===== config.mk =====
export PLATFORM = sky130hd
export DESIGN_NAME = img_frame_streamer
export DESIGN_NICKNAME = d
export VERILOG_FILES = /design/src/rtl/pc_pkg.sv /design/src/rtl/stream_fifo.sv /design/src/rtl/img_frame_streamer.sv
export SDC_FILE = /design/constraint.sdc
export NUM_CORES = 1
export LEC_CHECK = 0
export ABC_AREA = 1
export ABC_CLOCK_PERIOD_IN_PS = 11550
export BUFFER_PORTS_ARGS = -buffer_cell sky130_fd_sc_hd__buf_4
export CAP_MARGIN = 20
export CORE_ASPECT_RATIO = 1.2
export CORE_MARGIN = 3
export CORE_UTILIZATION = 61
export DETAILED_ROUTE_END_ITERATION = 7
export PLACE_DENSITY = 0.85
export SKIP_LAST_GASP = 1
export SLEW_MARGIN = 20
export SYNTH_ARGS = -nofsm -noshare
export SYNTH_HDL_FRONTEND = slang
export SYNTH_SLANG_ARGS = --single-unit

===== constraint.sdc =====
create_clock -name clk_i -period 11.55 [get_ports clk_i]
set_clock_uncertainty 0.15 [all_clocks]
set_input_delay 0.5775 -clock clk_i [delete_from_list [all_inputs] [get_ports clk_i]]
set_output_delay 0.5775 -clock clk_i [all_outputs]
set_load 0.005 [all_outputs]

===== src/rtl/pc_pkg.sv =====
// Shared definitions for the phase-correlation pipeline.
// Holds the image geometry, the float word width, the frame-word type and
// the streamer state encoding.
package pc_pkg;

    localparam int IMG_N   = 16;
    localparam int FLT_W   = 32;
    localparam int COORD_W = $clog2(IMG_N);

    // IEEE-754 single bit pattern, never interpreted by the streamer
    typedef logic [FLT_W-1:0] frame_word_t;

    typedef enum logic [1:0] {
        IDLE  = 2'd0,
        RUN   = 2'd1,
        DRAIN = 2'd2,
        DONE  = 2'd3
    } strm_state_t;

endpackage


===== src/rtl/stream_fifo.sv =====
// Synchronous show-ahead FIFO with occupancy count.
// Ports:
//   clk_i, rst_i        clock, synchronous active-high reset (empties the FIFO)
//   wr_en_i, wr_data_i  push side
//   rd_en_i             pop the head word (ignored when empty)
//   rd_data_o           head word, valid whenever empty_o is low
//   empty_o, count_o    occupancy status
// Depth need not be a power of two; pointers wrap explicitly.
module stream_fifo
    import pc_pkg::*;
#(
    parameter int WIDTH = 32,
    parameter int DEPTH = 3,
    parameter int CNT_W = $clog2(DEPTH + 1)
) (
    input  logic             clk_i,
    input  logic             rst_i,
    input  logic             wr_en_i,
    input  logic [WIDTH-1:0] wr_data_i,
    input  logic             rd_en_i,
    output logic [WIDTH-1:0] rd_data_o,
    output logic             empty_o,
    output logic [CNT_W-1:0] count_o
);

    localparam int PTR_W = (DEPTH > 1) ? $clog2(DEPTH) : 1;

    logic [WIDTH-1:0] mem_q [DEPTH];
    logic [PTR_W-1:0] wr_ptr_q, rd_ptr_q;
    logic [CNT_W-1:0] count_q;
    logic             do_wr, do_rd;

    function automatic logic [PTR_W-1:0] ptr_inc(input logic [PTR_W-1:0] p);
        return (p == PTR_W'(DEPTH - 1)) ? '0 : p + 1'b1;
    endfunction

    assign do_rd = rd_en_i && (count_q != '0);
    // A full FIFO may still take a write in the same cycle its head is popped.
    assign do_wr = wr_en_i && ((count_q != CNT_W'(DEPTH)) || do_rd);

    always_ff @(posedge clk_i) begin
        if (rst_i) begin
            wr_ptr_q <= '0;
            rd_ptr_q <= '0;
            count_q  <= '0;
        end else begin
            if (do_wr) wr_ptr_q <= ptr_inc(wr_ptr_q);
            if (do_rd) rd_ptr_q <= ptr_inc(rd_ptr_q);
            count_q <= count_q + CNT_W'(do_wr) - CNT_W'(do_rd);
        end
    end

    always_ff @(posedge clk_i) begin
        if (do_wr) mem_q[wr_ptr_q] <= wr_data_i;
    end

    assign rd_data_o = mem_q[rd_ptr_q];
    assign empty_o   = (count_q == '0);
    assign count_o   = count_q;

endmodule


===== src/rtl/img_frame_streamer.sv =====
// Streams one IMG_N x IMG_N frame from the image BRAM as a valid/ready word
// stream, in row-major or column-major order chosen per frame.
// Ports:
//   clk_i, rst_i                  clock, synchronous active-high reset
//   start_i, col_major_i          frame request and order select
//   busy_o, done_o                frame in progress / one-cycle completion pulse
//   rom_en_o, rom_addr_o          BRAM read request
//   rom_data_i                    BRAM data, RD_LAT cycles after rom_en_o
//   m_valid_o, m_ready_i          output handshake
//   m_data_o, m_row_o, m_col_o    pixel word and its coordinates
//   m_last_line_o, m_last_o       end of row/column, end of frame
//
// state | meaning
// IDLE  | waiting for start
// RUN   | issuing BRAM reads as credits allow
// DRAIN | all reads issued, emptying pipeline and FIFO
// DONE  | final beat accepted, done pulse
module img_frame_streamer
    import pc_pkg::*;
#(
    parameter int IMG_N  = pc_pkg::IMG_N,
    parameter int DATA_W = FLT_W,
    parameter int ADDR_W = 8,
    parameter int RD_LAT = 1
) (
    input  logic                     clk_i,
    input  logic                     rst_i,
    input  logic                     start_i,
    input  logic                     col_major_i,
    output logic                     busy_o,
    output logic                     done_o,
    output logic                     rom_en_o,
    output logic [ADDR_W-1:0]        rom_addr_o,
    input  logic [DATA_W-1:0]        rom_data_i,
    output logic                     m_valid_o,
    input  logic                     m_ready_i,
    output logic [DATA_W-1:0]        m_data_o,
    output logic [$clog2(IMG_N)-1:0] m_row_o,
    output logic [$clog2(IMG_N)-1:0] m_col_o,
    output logic                     m_last_line_o,
    output logic                     m_last_o
);

    localparam int CW         = $clog2(IMG_N);
    localparam int FIFO_DEPTH = RD_LAT + 2;
    localparam int CNT_W      = $clog2(FIFO_DEPTH + 1);
    localparam int MW         = 2 * CW + 2;   // {row, col, last_line, last}
    localparam int FW         = DATA_W + MW;
    localparam logic [CW-1:0] CNT_MAX = CW'(IMG_N - 1);

    strm_state_t      state_q, state_d;
    logic             col_major_q, col_major_d;
    logic [CW-1:0]    outer_q, outer_d, inner_q, inner_d;
    logic [CNT_W-1:0] inflight_q, inflight_d;
    logic [RD_LAT-1:0] vld_q;
    logic [MW-1:0]    meta_q [RD_LAT];

    logic [CNT_W-1:0] fifo_count;
    logic             fifo_empty, fifo_wr;
    logic [FW-1:0]    fifo_rdata;
    logic [MW-1:0]    head_meta;
    logic [CW-1:0]    row, col;
    logic             last_line, last_pix, issue, pop;
    logic [CNT_W:0]   credit_used;

    assign row       = col_major_q ? inner_q : outer_q;
    assign col       = col_major_q ? outer_q : inner_q;
    assign last_line = (inner_q == CNT_MAX);
    assign last_pix  = last_line && (outer_q == CNT_MAX);

    assign pop = m_valid_o && m_ready_i;
    // Slot freed by this cycle's pop is reusable now, so back-to-back issue
    // is sustained with only RD_LAT+2 entries of storage.
    assign credit_used = {1'b0, inflight_q} + {1'b0, fifo_count} - (CNT_W+1)'(pop);
    assign issue       = (state_q == RUN) && (credit_used < (CNT_W+1)'(FIFO_DEPTH));
    assign fifo_wr     = vld_q[RD_LAT-1];

    always_comb begin
        state_d     = state_q;
        col_major_d = col_major_q;
        outer_d     = outer_q;
        inner_d     = inner_q;
        case (state_q)
            IDLE: begin
                if (start_i) begin
                    state_d     = RUN;
                    col_major_d = col_major_i;
                    outer_d     = '0;
                    inner_d     = '0;
                end
            end
            RUN: begin
                if (issue) begin
                    inner_d = last_line ? '0 : inner_q + 1'b1;
                    if (last_line) outer_d = (outer_q == CNT_MAX) ? '0 : outer_q + 1'b1;
                    if (last_pix) state_d = DRAIN;
                end
            end
            DRAIN: begin
                if (pop && m_last_o) state_d = DONE;
            end
            DONE: state_d = IDLE;
            default: state_d = IDLE;
        endcase
    end

    assign inflight_d = inflight_q + CNT_W'(issue) - CNT_W'(fifo_wr);

    always_ff @(posedge clk_i) begin
        if (rst_i) begin
            state_q     <= IDLE;
            col_major_q <= 1'b0;
            outer_q     <= '0;
            inner_q     <= '0;
            inflight_q  <= '0;
            vld_q       <= '0;
        end else begin
            state_q     <= state_d;
            col_major_q <= col_major_d;
            outer_q     <= outer_d;
            inner_q     <= inner_d;
            inflight_q  <= inflight_d;
            vld_q       <= RD_LAT'({vld_q, issue});
        end
    end

    // Metadata needs no reset: it is only consumed where vld_q marks it.
    always_ff @(posedge clk_i) begin
        meta_q[0] <= {row, col, last_line, last_pix};
        for (int i = 1; i < RD_LAT; i++) meta_q[i] <= meta_q[i-1];
    end

    stream_fifo #(
        .WIDTH (FW),
        .DEPTH (FIFO_DEPTH),
        .CNT_W (CNT_W)
    ) u_fifo (
        .clk_i     (clk_i),
        .rst_i     (rst_i),
        .wr_en_i   (fifo_wr),
        .wr_data_i ({rom_data_i, meta_q[RD_LAT-1]}),
        .rd_en_i   (pop),
        .rd_data_o (fifo_rdata),
        .empty_o   (fifo_empty),
        .count_o   (fifo_count)
    );

    assign head_meta = fifo_rdata[MW-1:0];

    assign busy_o        = (state_q != IDLE);
    assign done_o        = (state_q == DONE);
    assign rom_en_o      = issue;
    assign rom_addr_o    = ADDR_W'(row) * ADDR_W'(IMG_N) + ADDR_W'(col);
    assign m_valid_o     = !fifo_empty;
    // Head fields are forced to zero while empty so stale storage never shows.
    assign m_data_o      = m_valid_o ? fifo_rdata[FW-1:MW] : '0;
    assign m_row_o       = m_valid_o ? head_meta[MW-1 -: CW] : '0;
    assign m_col_o       = m_valid_o ? head_meta[2 +: CW] : '0;
    assign m_last_line_o = m_valid_o && head_meta[1];
    assign m_last_o      = m_valid_o && head_meta[0];

endmodule


; Word-level counts from Yosys, hierarchy flattened
; Memories as Yosys holds them, arrays and structs flattened. A register that Yosys moved wholly into a read port is not among the register bits.
; Index checks and enable logic that the tools add are counted.
[classes]
addsub = 11
order_cmp = 1
n_eq_ne = 13
mux = 24
reduce_logical = 19
[op_table]
columns = op, count
row1 = $mux 4, 10
row2 = $mux 32, 1
row3 = $mux 2, 8
row4 = $pmux 4 s2, 2
row5 = $ne 2x2->1 const B, 6
row6 = $add 4x1->4 const B, 2
row7 = $add 8x4->8, 1
row8 = $eq 2x2->1 const B, 4
row9 = $eq 4x4->1 const B, 2
row10 = $logic_and 1x1->1, 8
row11 = $pmux 2 s4, 1
row12 = $reduce_and 4->1, 2
row13 = $reduce_bool 2->1, 3
row14 = $add 2x1->2, 2
row15 = $add 2x1->2 const B, 2
row16 = $logic_not 2->1, 2
row17 = $sub 2x1->2, 2
row18 = $add 2x2->3, 1
row19 = $lt 3x2->1 const B, 1
row20 = $reduce_and 3->1, 1
row21 = $sub 3x1->3, 1
row22 = $eq 2x1->1 const B, 1
row23 = $mux 1, 2
row24 = $reduce_and 2->1, 1
row25 = 2 further kinds, 2
[totals]
regBits = 20
ram_bits = 136
out_inout_bits = 54
wordCells = 79
n_memories = 2
[mem_list]
columns = memory, depth, width, rd, rd_ports_with_merged_regs, write_ports, line
row1 = u_fifo.mem_q, 3, 42, 1, 1, 1, stream_fifo.sv:28  ; logic [WIDTH-1:0] mem_q [DEPTH];
row2 = meta_q, 1, 10, 1, 0, 1, img_frame_streamer.sv:56  ; logic [MW-1:0] meta_q [RD_LAT];

; Longest topological paths before layout
[logic_depth]
depth_word = 8
mapped_depth = 15
ltp_nobuf = 15

; Modules after synthesis
; Synthesis repeated with hierarchy kept, for this count alone.
[unflattened]
hier_cells = 622
area_unflattened_um2 = 6682.7
[by_module_without_submodules]
columns = mod, instances, cells_per_inst, area_each_um2, seq_area_each_um2
row1 = stream_fifo, 1, 360, 5033.6, 3943.8
row2 = img_frame_streamer, 1, 262, 1649.1, 480.5

; Worst setup path after synthesis
; OpenSTA, ideal clock, no wires.
[synth_timing]
path_type = in2reg
from = input m_ready_i
to = memory u_fifo.mem_q[2][0] in the netlist's numbering, enable pin
arrival_ns = 3.531
t_required_ns = 10.906
path_slack_ns = 7.376
stages = 2
cell_sequence = o31ai_4 -> nor3_1
[synth_via]
elab_chain_len = 6
[synth_rtl]
columns = element, line
row1 = from (decl), img_frame_streamer.sv:36  ; input logic m_ready_i,
row2 = $logic_and 1x1->1, img_frame_streamer.sv:71  ; assign pop = m_valid_o && m_ready_i;
row3 = $logic_and 1x1->1, stream_fifo.sv:37  ; assign do_rd = rd_en_i && (count_q != '0);
row4 = $logic_or 1x1->1, stream_fifo.sv:39  ; assign do_wr = wr_en_i && ((count_q != CNT_W'(DEPTH)) || do_rd);
row5 = $logic_and 1x1->1, stream_fifo.sv:39
row6 = $mux 1, stream_fifo.sv:54  ; if (do_wr) mem_q[wr_ptr_q] <= wr_data_i;
row7 = $mux 1 (implied by the code), stream_fifo.sv:54
row8 = to (decl), stream_fifo.sv:28
; No other way between the ends.

; Worst setup path after layout
[layout_timing]
from = register u_fifo.count_q[1], in the netlist u_fifo.count_o[1]
to = output rom_en_o
[layout_via]
elab_chain_len = 6
elab_cells_between_ends = 7
cone_classes = 2 x add/sub / 1 x order compare / 4 x reduce/logical
[layout_rtl]
columns = element, line
row1 = from (decl), stream_fifo.sv:30  ; logic [CNT_W-1:0] count_q;
row2 = from (signal assigned), stream_fifo.sv:49  ; count_q <= count_q + CNT_W'(do_wr) - CNT_W'(do_rd);
row3 = branches (longest 3 deep; another with $add 2x2->3), --
row4 = $sub 3x1->3 *, img_frame_streamer.sv:74  ; assign credit_used = {1'b0, inflight_q} + {1'b0, fifo_count} - (CNT_W+1)'(pop);
row5 = $lt 3x2->1 *, img_frame_streamer.sv:75  ; assign issue = (state_q == RUN) && (credit_used < (CNT_W+1)'(FIFO_DEPTH));
row6 = $logic_and 1x1->1 *, img_frame_streamer.sv:75
row7 = to (decl), img_frame_streamer.sv:32  ; output logic rom_en_o,
; Mark *: on every way between the ends.

==> impl_metrics.csv <==
group,metric,value,unit
outcome,status,"finished clean",
routing,vias,4355,
floorplan,placementRows,40,
synth,yosysWarningCount,0,
final_layout,area_delta_synth_final,20.7,%
sta,hold_violations,0,
clocking,cts.clk_slew.worst_paths,0.06,ns
clocking,clock_latency,0.41,ns
synth,synth_area,6490,um2
global_route,grt_pass1_vias,4457,
placement,portBuffers,90,
routing,wl_per_cell,16.5,um
floorplan,ios,91,
synth,synth-seq-cells,158,
synth,synth.top_cell.area_share,58.3,%
power,pwr-share-comb,30.4,%
critical_path,rrSetupSlack,8.68,ns
global_route,grt_util_met1,25.8,%
critical_path,critical_path.top_delay_family,"adder cells",
final_layout,drive_above_1_share,22.9,%
clocking,ctsLongestPathBuffers,2,
final_layout,diodes,0,
routing,antenna_left,0,
sta,slew_viol_final,0,
clocking,root_buffer,"clkbuf_16",
floorplan,die_w,100,um
synth,synth_nets,614,
sta,setup_viol,0,
critical_path,cp_common_cell,"ha_1",
clocking,post_cts_resized,0,
synth,syn_inst,563,
power,power.density,230,nW/um2
floorplan,die-area,11900,um2
routing,wirelength,13.0,mm
synth,yosysSeqAreaShare,68.2,%
global_route,grt_pass1_wl,20.8,mm
routing,dr.first_iter.drc_count,328,
floorplan,die_h,119,um
sta,setup_tns,0,ns
final_layout,layout_commonest_cell,"edfxtp_1",
routing,drc,0,
worst_hold_path,hp-class,"input port to flip-flop",
synth,syn_area_per_cell,11.5,um2
flow_run,maxCapViolCount,0,
sta,slew_headroom,40.7,%
critical_path,slowest_delay,0.44,ns
critical_path,crit_path_max_fanout,6,
final_layout,nNetsFinal,703,
sta,worst_pin_slew,0.889,ns
power,power.leakage,3.41,nW
global_route,use_met3,5.68,%
sta,finalCriticalPeriod,3.36,ns
clocking,cts_hold_buf,0,
sta,rsz0062_at_grt,"false",
global_route,antenna_found_initial,0,
final_layout,fillers,646,
synth,yosysTopAreaCell,"edfxtp_1",
floorplan,start_util,63.5,%
sta,final.period_utilization,29.1,%
clocking,cts_sinks,158,
routing,viasPerCell,5.51,
critical_path,crit_type,"flip-flop to output port",
synth,ys_types,28,
final_layout,postLayoutCellArea,7830,um2
critical_path,path_buf_inv,2,
sta,fmax,0.298,GHz
synth,synth_area_leaders,"edfxtp_1 58%, dfxtp_1 9.9%, nand2_1 7.1%",
placement,place_hpwl,7.93,mm
clocking,post_cts_buffers,0,
floorplan,coreArea,10200,um2
placement,place.gp.congestion,0.857,
critical_path,slowest_stage,"fa_1",
power,intPower,1.23,mW
critical_path,worstPathCellList,"nor2_2, nor2_4, ha_1, inv_1, ha_1, fa_1, nand2_1, nand3_1, nor2_1, buf_4",
power,pwr-share-clk,29.3,%
global_route,track_usage,22.9,%
critical_path,cp-start-kind,"flip-flop",
critical_path,critPathCaptureType,"output port",
clocking,numCtsBuffers,17,
global_route,grt_max_degree,85,
power,switchingPower,577,uW
routing,dr.pass1.iters,5,
critical_path,worst_ep_arrival_time,2.63,ns
placement,post_dp_cell_area,7250,um2
power,p_sw_share,32.0,%
clocking,cts_tree,"built",
power,pwr-share-seq,40.3,%
global_route,grt-ovfl-total,0,
global_route,met2_usage,39.8,%
clocking,htreeDepth,4,
global_route,grt.busiest_layer,"met2",
power,vdd_drop_max,0.152,mV
critical_path,required,10.82,ns
final_layout,final_cell_mix,"126 x edfxtp_1, 122 x nand2_1, 95 x buf_4, 71 x inv_1, 52 x nand3_1",
flip-flops by register name, summed over array words and instances (netlist names), named ones only:
| signal | flops |
|---|---|
| u_fifo.mem_q | 126 |
| meta_q | 10 |
| inner_q | 4 |
| outer_q | 4 |
| inflight_q | 2 |
| state_q | 2 |
| u_fifo.count_o | 2 |
| u_fifo.rd_ptr_q | 2 |
| u_fifo.wr_ptr_q | 2 |
| col_major_q | 1 |
| fifo_wr | 1 |
through the flow:
stage,total power [mW],instances,hold WS (ns),utilization [%],worst slack (ns)
6_report,1.80,791,0.208,76.7,8.19
4_1_cts,1.81,791,0.191,76.7,8.20
5_1_grt,1.91,791,0.191,76.7,7.99
3_5_place_dp,1.28,759,0.286,71.1,8.41
2_1_floorplan,1.08,563,0.271,-,7.38
3_3_place_gp,1.25,759,0.275,71.1,8.50
cell usage after synthesis (all sizes together):
cell    count
nand2     127
edfxtp    126
inv        81
nand3      55
o211ai     41
dfxtp      32
buf        24
nor2       21
a21oi      17
o21ai      14
ha         13
xor2        3
nor3        2
or2         2
clkbuf      1
clkinv      1
fa          1
o211a       1
o31ai       1
per-layer routing:
layer / vias to the layer above / part of all wire, %
met5: - / 0
met4: 0 / 2.4
met3: 30 / 6.6
met2: 177 / 54
met1: 2056 / 37
li1: 2092 / -
cell families after synthesis:
logic type / Yosys count / synth area share (%)
simple gates: 207 / 14.0
flops: 158 / 68.2
buf+inv: 107 / 6.73
compound gates: 74 / 7.79
fa+ha+maj: 14 / 2.82
xor+xnor: 3 / 0.405
layout make-up:
type                    instances  area, um2  share of cell area [%]
flip-flops and latches        158       4430                    56.5
multi-input cells             298       1650                    21.0
repair buffers                 95        713                    9.11
clock buffers                  29        554                    7.08
inverters                      82        313                    4.00
well taps                     126        158                    2.01
clock inverters                 3       20.0                   0.256
final timing paths:
path	cells past startpoint	end	start
max	10	rom_en_o	u_fifo.count_o[1]
min	1	u_fifo.mem_q[0][38]	rom_data_i[28]
max reg2reg	13	inflight_q[1]	u_fifo.count_o[1]
min reg2reg	0	u_fifo.mem_q[1][5]	meta_q[0][5]
power groups by stage:
| stage | Clock [mW] | Combinational (mW) | Sequential, mW |
|---|---|---|---|
| 2_1_floorplan | 0 | 0.365 | 0.717 |
| 3_3_place_gp | 0 | 0.519 | 0.735 |
| 3_5_place_dp | 0 | 0.545 | 0.738 |
| 4_1_cts | 0.534 | 0.553 | 0.727 |
| 5_1_grt | 0.562 | 0.617 | 0.735 |
| 6_report | 0.529 | 0.549 | 0.727 |
(Power assumes the default switching activity.)
